## src/rtl/fetch_pkg.sv

```systemverilog
// Shared definitions for the instruction-fetch unit: default geometry,
// the program-counter type and the next-PC source selector.
package fetch_pkg;

    localparam int DEF_PC_W      = 10;
    localparam int DEF_RAS_DEPTH = 4;
    localparam int DEF_PROG_CNT  = 3;

    typedef logic [DEF_PC_W-1:0] pc_t;

    typedef enum logic [2:0] {
        NPC_HOLD = 3'd0,
        NPC_BASE = 3'd1,
        NPC_INC  = 3'd2,
        NPC_ABS  = 3'd3,
        NPC_REL  = 3'd4,
        NPC_RET  = 3'd5
    } next_pc_sel_e;

endpackage

```

## src/rtl/ret_addr_stack.sv

```systemverilog
// Return-address LIFO. Push and pop are ignored when they would overflow or
// underflow; the owner decides what that means. Clear empties the stack and
// takes priority over push/pop. Only the occupancy is reset; entry contents
// are don't-care until written.
module ret_addr_stack #(
    parameter int W     = 10,
    parameter int DEPTH = 4,
    parameter int CNT_W = $clog2(DEPTH + 1)
) (
    input  logic             i_clk,
    input  logic             i_rst,
    input  logic             i_clear,
    input  logic             i_push,
    input  logic             i_pop,
    input  logic [W-1:0]     i_data,
    output logic [W-1:0]     o_top,
    output logic [CNT_W-1:0] o_count,
    output logic             o_full,
    output logic             o_empty
);

    localparam int IDX_W = (DEPTH > 1) ? $clog2(DEPTH) : 1;

    logic [W-1:0]     r_mem [2**IDX_W];
    logic [CNT_W-1:0] r_count;
    logic [IDX_W-1:0] w_wr_idx;
    logic [IDX_W-1:0] w_top_idx;
    logic [CNT_W-1:0] w_top_cnt;
    logic             w_do_push;
    logic             w_do_pop;

    assign o_count   = r_count;
    assign o_full    = (r_count == CNT_W'(DEPTH));
    assign o_empty   = (r_count == '0);
    assign w_do_push = i_push && !o_full && !i_clear;
    assign w_do_pop  = i_pop && !o_empty && !i_clear;
    assign w_wr_idx  = r_count[IDX_W-1:0];
    assign w_top_cnt = r_count - CNT_W'(1);
    assign w_top_idx = w_top_cnt[IDX_W-1:0];
    assign o_top     = r_mem[w_top_idx];

    // Occupancy counter: clear wins, then a single push or pop per cycle.
    always_ff @(posedge i_clk or posedge i_rst) begin
        if (i_rst) begin
            r_count <= '0;
        end else if (i_clear) begin
            r_count <= '0;
        end else if (w_do_push) begin
            r_count <= r_count + CNT_W'(1);
        end else if (w_do_pop) begin
            r_count <= r_count - CNT_W'(1);
        end
    end

    // Entry storage: write the slot just above the current top on push.
    always_ff @(posedge i_clk) begin
        if (w_do_push) begin
            r_mem[w_wr_idx] <= i_data;
        end
    end

endmodule

```

## src/rtl/inst_fetch_ras.sv

```systemverilog
// Program counter / instruction fetch with selectable entry points,
// absolute and signed PC-relative branches, call/return stack, sticky
// Done on Halt, and a full-state Stall. ProgCtr addresses the ROM directly.
module inst_fetch_ras
    import fetch_pkg::*;
#(
    parameter int                PC_W      = DEF_PC_W,
    parameter int                RAS_DEPTH = DEF_RAS_DEPTH,
    parameter int                PROG_CNT  = DEF_PROG_CNT,
    parameter logic [PC_W-1:0]   PROG_BASE [PROG_CNT] = '{default: '0},
    parameter int                SEL_W     = (PROG_CNT > 1) ? $clog2(PROG_CNT) : 1,
    parameter int                CNT_W     = $clog2(RAS_DEPTH + 1)
) (
    input  logic             Clk,
    input  logic             Reset,
    input  logic             Start,
    input  logic [SEL_W-1:0] ProgSel,
    input  logic             Stall,
    input  logic             Halt,
    input  logic             BranchAbs,
    input  logic             BranchRelEn,
    input  logic             ALU_flag,
    input  logic [PC_W-1:0]  Target,
    input  logic [PC_W-1:0]  Offset,
    input  logic             Call,
    input  logic             Ret,
    output logic [PC_W-1:0]  ProgCtr,
    output logic             Done,
    output logic [CNT_W-1:0] RasCount,
    output logic             RasOvf,
    output logic             RasUnf
);

    logic [PC_W-1:0] r_pc;
    logic            r_done;
    logic            r_ovf;
    logic            r_unf;

    next_pc_sel_e    w_sel;
    logic [PC_W-1:0] w_pc_next;
    logic [PC_W-1:0] w_pc_inc;
    logic [PC_W-1:0] w_base;
    logic [PC_W-1:0] w_ras_top;
    logic            w_ras_full;
    logic            w_ras_empty;
    logic            w_push;
    logic            w_pop;
    logic            w_clear;
    logic            w_set_done;
    logic            w_set_ovf;
    logic            w_set_unf;

    assign w_pc_inc = r_pc + PC_W'(1);

    ret_addr_stack #(
        .W     (PC_W),
        .DEPTH (RAS_DEPTH),
        .CNT_W (CNT_W)
    ) u_ras (
        .i_clk   (Clk),
        .i_rst   (Reset),
        .i_clear (w_clear),
        .i_push  (w_push),
        .i_pop   (w_pop),
        .i_data  (w_pc_inc),
        .o_top   (w_ras_top),
        .o_count (RasCount),
        .o_full  (w_ras_full),
        .o_empty (w_ras_empty)
    );

    // Decide this cycle's action in strict priority order.
    always_comb begin
        w_sel      = NPC_INC;
        w_push     = 1'b0;
        w_pop      = 1'b0;
        w_clear    = 1'b0;
        w_set_done = 1'b0;
        w_set_ovf  = 1'b0;
        w_set_unf  = 1'b0;
        if (Start) begin
            w_sel   = NPC_BASE;
            w_clear = 1'b1;
        end else if (Stall || r_done) begin
            w_sel = NPC_HOLD;
        end else if (Halt) begin
            w_sel      = NPC_HOLD;
            w_set_done = 1'b1;
        end else if (Ret) begin
            if (!w_ras_empty) begin
                w_sel = NPC_RET;
                w_pop = 1'b1;
            end else begin
                w_sel     = NPC_INC;
                w_set_unf = 1'b1;
            end
        end else if (Call) begin
            w_sel = NPC_ABS;
            if (!w_ras_full) begin
                w_push = 1'b1;
            end else begin
                w_set_ovf = 1'b1;
            end
        end else if (BranchAbs) begin
            w_sel = NPC_ABS;
        end else if (BranchRelEn && ALU_flag) begin
            w_sel = NPC_REL;
        end
    end

    // Entry-point lookup; an out-of-range selector falls back to entry 0.
    always_comb begin
        w_base = PROG_BASE[0];
        for (int i = 0; i < PROG_CNT; i++) begin
            if (int'(ProgSel) == i) begin
                w_base = PROG_BASE[i];
            end
        end
    end

    // Next-PC mux; relative add wraps naturally at PC_W bits.
    always_comb begin
        w_pc_next = r_pc;
        case (w_sel)
            NPC_HOLD: w_pc_next = r_pc;
            NPC_BASE: w_pc_next = w_base;
            NPC_INC:  w_pc_next = w_pc_inc;
            NPC_ABS:  w_pc_next = Target;
            NPC_REL:  w_pc_next = r_pc + Offset;
            NPC_RET:  w_pc_next = w_ras_top;
            default:  w_pc_next = r_pc;
        endcase
    end

    // PC and sticky status flags; Start clears the flags, others only set them.
    always_ff @(posedge Clk or posedge Reset) begin
        if (Reset) begin
            r_pc   <= '0;
            r_done <= 1'b0;
            r_ovf  <= 1'b0;
            r_unf  <= 1'b0;
        end else begin
            r_pc <= w_pc_next;
            if (Start) begin
                r_done <= 1'b0;
                r_ovf  <= 1'b0;
                r_unf  <= 1'b0;
            end else begin
                if (w_set_done) r_done <= 1'b1;
                if (w_set_ovf)  r_ovf  <= 1'b1;
                if (w_set_unf)  r_unf  <= 1'b1;
            end
        end
    end

    assign ProgCtr = r_pc;
    assign Done    = r_done;
    assign RasOvf  = r_ovf;
    assign RasUnf  = r_unf;

endmodule
```

## config.mk

```make
export PLATFORM = sky130hd
export DESIGN_NAME = inst_fetch_ras
export DESIGN_NICKNAME = d
export VERILOG_FILES = /design/src/rtl/fetch_pkg.sv /design/src/rtl/ret_addr_stack.sv /design/src/rtl/inst_fetch_ras.sv
export SDC_FILE = /design/constraint.sdc
export NUM_CORES = 1
export LEC_CHECK = 0
export BUFFER_PORTS_ARGS = -buffer_cell sky130_fd_sc_hd__buf_2
export CORE_UTILIZATION = 53
export CTS_CLUSTER_DIAMETER = 80
export DETAILED_ROUTE_END_ITERATION = 8
export PLACE_DENSITY = 0.76
export SYNTH_ARGS = -nofsm -noshare
export SYNTH_HDL_FRONTEND = slang
export SYNTH_SLANG_ARGS = --single-unit
```

## constraint.sdc

```tcl
create_clock -name Clk -period 3.03 [get_ports Clk]
set_input_delay 0.4545 -clock Clk [delete_from_list [all_inputs] [get_ports Clk]]
set_output_delay 0.4545 -clock Clk [all_outputs]
set_load 0.03 [all_outputs]
```

==> impl_summary.log <==
[metrics] post-synthesis instance total: 226
[metrics] detailed-route wire length: 6.19 mm
[metrics] share of cells above drive strength 1: 0.245
[metrics] initial antenna violation count: 0
[metrics] critical path fanouts, max: 12
[metrics] share of flip-flops with an asynchronous set or reset: 0.286
[metrics] Clock transition at path regs: 0.11 ns
[metrics] number of levels in the clock H-tree: 2
[metrics] CTS tree: done
[metrics] number of detailed-routing iterations run before antenna repair: 4
[metrics] time the worst path needs with I/O delays and setup: 2.24 ns
[metrics] Worst IR Drop VDD: 0.309 mV
[metrics] overflow left after global routing: 0
[metrics] sequential element share of the synthesized area: 0.534
[metrics] top cells by instance count after synthesis: sky130_fd_sc_hd__edfxtp_1 (40), sky130_fd_sc_hd__dfrtp_1 (16), sky130_fd_sc_hd__nand2_1 (16), sky130_fd_sc_hd__ha_1 (15), sky130_fd_sc_hd__nor2_1 (13)
[metrics] count of port buffers added during placement: 45
[metrics] setup repair after global routing missed its margin: no
[metrics] placed wire-length estimate: 4.39 mm
[metrics] RePlAce Congestion: 0.765
[metrics] relative slew slack: 0.556
[metrics] CTS Root Cell: sky130_fd_sc_hd__clkbuf_8
[metrics] number of enable-type register cells in the synthesized netlist: 40
[metrics] clock insertion delay at the later pin of the skew report: 0.31 ns
[metrics] Final Skew: 0.0107 ns
[metrics] total number of nets in the final design: 320
[metrics] most frequent cell after synthesis: sky130_fd_sc_hd__edfxtp_1
[metrics] area used by multi-input combinational logic: 0.00131 mm^2
[metrics] Die H: 77.2 um
[metrics] Worst Tran Pin Value: 0.665 ns
[metrics] top-level I/O count: 48
[metrics] largest area contributor in the synthesized netlist: sky130_fd_sc_hd__edfxtp_1
[metrics] Inserted Diodes: 0
[metrics] count of instances resized after the clock tree is built: 0
[metrics] Max-Cap Viols: 0
[metrics] post-synth net total: 274
[metrics] DRC errors left: 0
[metrics] detailed-route via count: 2,069
[metrics] cells taking the most area after synthesis: sky130_fd_sc_hd__edfxtp_1 (40%), sky130_fd_sc_hd__dfrtp_1 (13%), sky130_fd_sc_hd__ha_1 (6.3%)
[metrics] DIE AREA: 0.00596 mm^2
[metrics] R2R depth: 6
[metrics] effective utilization at floorplan: 0.548
[metrics] required arrival time at the worst endpoint: 3.24 ns
[metrics] layout filler cell count: 432
[metrics] total negative slack: 0 ns
[metrics] total clock sinks: 56
[metrics] wire length of the first global-routing pass: 10.1 mm
[metrics] number of buffers added to fix hold violations after cts: 0
[metrics] vias per cell: 6.00
[metrics] register cell area after layout: 0.00160 mm^2
[metrics] pin count of the biggest net entering global routing: 20
[metrics] Unique masters post-synth: 50
[metrics] Startpoint Class: flop
[metrics] count of synthesis-stage warnings from yosys: 0
[metrics] CTS buffer count: 5
[metrics] area of the mapped netlist: 0.00300 mm^2
[metrics] number of endpoints failing setup at the final stage: 0
[metrics] DIE WIDTH: 77.2 um
[metrics] status: completed
[metrics] Worst Path Class, Setup: reg2reg
[metrics] mean instance size in the synthesized netlist: 13.3 um^2
[metrics] final worst hold slack: 0.216 ns
[metrics] Max Clk Rate: 446 MHz
[metrics] data arrival time of the critical path: 2.45 ns
[metrics] count of buffers added by post-CTS timing repair for setup: 0
[metrics] leakage: 1.36 nW
[metrics] final worst-path cycle share: 0.741
[metrics] clock buffer depth: 2
[metrics] violation count after the first detailed-route iteration: 209
[metrics] remaining antenna violation count after routing: 0
[metrics] pwr dens: 465 mW/mm^2
[metrics] core area: 0.00547 mm^2
[metrics] Routed wire per std cell: 17.9 um
[metrics] flops & latches, synth: 56
[metrics] Final Max Slew Viols: 0
[metrics] Worst Setup End Kind: flop
[metrics] top-area cell type share of the netlist area: 0.401
[metrics] gr usage total: 0.222
[metrics] most common flop cell mapped by yosys: sky130_fd_sc_hd__edfxtp_1
[metrics] Final Power: 1.57 mW
[metrics] cell row count: 27
[metrics] Final Hold Vio Count: 0
[metrics] P&R area growth vs syn: 12.6%
[metrics] kind of path behind the tightest hold check: in2async
[metrics] via count of the first global-routing pass: 2,016
==> critical path, stage by stage (launching register included) <==
cell and delay [ns]:
sky130_fd_sc_hd__dfrtp_1 0.42, sky130_fd_sc_hd__inv_1 0.11, sky130_fd_sc_hd__ha_1 0.60, sky130_fd_sc_hd__mux4_1 0.39, sky130_fd_sc_hd__a222oi_1 0.30, sky130_fd_sc_hd__a21boi_1 0.23, sky130_fd_sc_hd__o211ai_2 0.09
==> metal layers <==
metal,share of wire,GRT usage,vias up
met5,0,0,-
met4,0.014,0.0868,0
met3,0.057,0.0476,8
met2,0.47,0.352,60
met1,0.46,0.298,1020
li1,-,-,981
==> cell type report <==
| class | count | share of cell area |
|---|---|---|
| Sequential cell | 56 | 0.474 |
| Multi-Input combinational cell | 152 | 0.389 |
| Timing Repair Buffer | 47 | 0.0711 |
| Tap cell | 72 | 0.0267 |
| Clock buffer | 5 | 0.0204 |
| Inverter | 10 | 0.0111 |
| Clock inverter | 3 | 0.00778 |
==> cells by family (layout without fill, tap and decap cells) <==
family                     Yosys count  count (layout)  synth area share
xor gates and xnor gates            15              15            0.0438
adders and majority gates           16              16            0.0693
AOI/OAI and AO/OA                   53              53             0.135
DFF                                 56              56             0.534
buffers and inverters               18              65            0.0280
and+or+nand+nor                     58              58             0.109
muxes                               10              10            0.0814
==> where the power goes <==
part | total, mW | leakage (nW) | switching [mW] | internal (mW)
sequential | 0.864 | 0.587 | 0.0227 | 0.841
combinational | 0.277 | 0.734 | 0.164 | 0.113
clock | 0.430 | 0.0423 | 0.261 | 0.169
total | 1.57 | 1.36 | 0.448 | 1.12
==> metrics by stage <==
step | cell area, um^2 | utilization | cells | setup slack, ns
2_1_floorplan | 3000 | - | 226 | 0.649
3_3_place_gp | 3280 | 0.600 | 337 | 0.750
3_5_place_dp | 3280 | 0.600 | 337 | 0.714
4_1_cts | 3380 | 0.617 | 345 | 0.769
5_1_grt | 3380 | 0.617 | 345 | 0.589
6_report | 3380 | 0.617 | 345 | 0.786
==> worst paths after layout <==
| kind | start | endpoint | slack, ns |
|---|---|---|---|
| max | u_ras.o_count[1]$_DFFE_PP0P_ | ProgCtr[6]$_DFFE_PP0P_ | 0.79 |
| min | Reset | ProgCtr[3]$_DFFE_PP0P_ | 0.22 |
| max reg2reg | u_ras.o_count[1]$_DFFE_PP0P_ | ProgCtr[6]$_DFFE_PP0P_ | 0.79 |
| min reg2reg | RasUnf$_DFFE_PP0P_ | RasUnf$_DFFE_PP0P_ | 0.56 |
| max in group asynchronous | Reset | ProgCtr[2]$_DFFE_PP0P_ | 2.38 |
| min in group Clk | Target[5] | ProgCtr[5]$_DFFE_PP0P_ | 0.35 |
==> sequential cells by signal (all words and copies together) (netlist names) <==
signal         count
RasOvf             1
u_ras.r_mem       40
u_ras.o_count      3
RasUnf             1
ProgCtr           10
Done               1
==> placed cells by master, fill, tap and decap left out, types with 3 or more instances in the layout <==
cell type                  count
sky130_fd_sc_hd__buf_2        45
sky130_fd_sc_hd__edfxtp_1     40
sky130_fd_sc_hd__dfrtp_1      16
sky130_fd_sc_hd__nand2_1      16
sky130_fd_sc_hd__ha_1         15
sky130_fd_sc_hd__nor2_1       13
sky130_fd_sc_hd__inv_1        10
sky130_fd_sc_hd__xnor2_1       8
sky130_fd_sc_hd__a222oi_1      8
sky130_fd_sc_hd__a21oi_1       8
sky130_fd_sc_hd__xor2_1        7
sky130_fd_sc_hd__o211ai_1      6
sky130_fd_sc_hd__o21ai_0       5
sky130_fd_sc_hd__mux4_2        5
sky130_fd_sc_hd__mux4_1        5
sky130_fd_sc_hd__a22oi_1       5
sky130_fd_sc_hd__clkbuf_8      5
sky130_fd_sc_hd__and2_1        4
sky130_fd_sc_hd__nor3_1        4
sky130_fd_sc_hd__o21a_1        4
sky130_fd_sc_hd__and3_1        3
sky130_fd_sc_hd__nand3_1       3
sky130_fd_sc_hd__a21o_1        3
No activity file was read; power rests on OpenSTA's default activity.
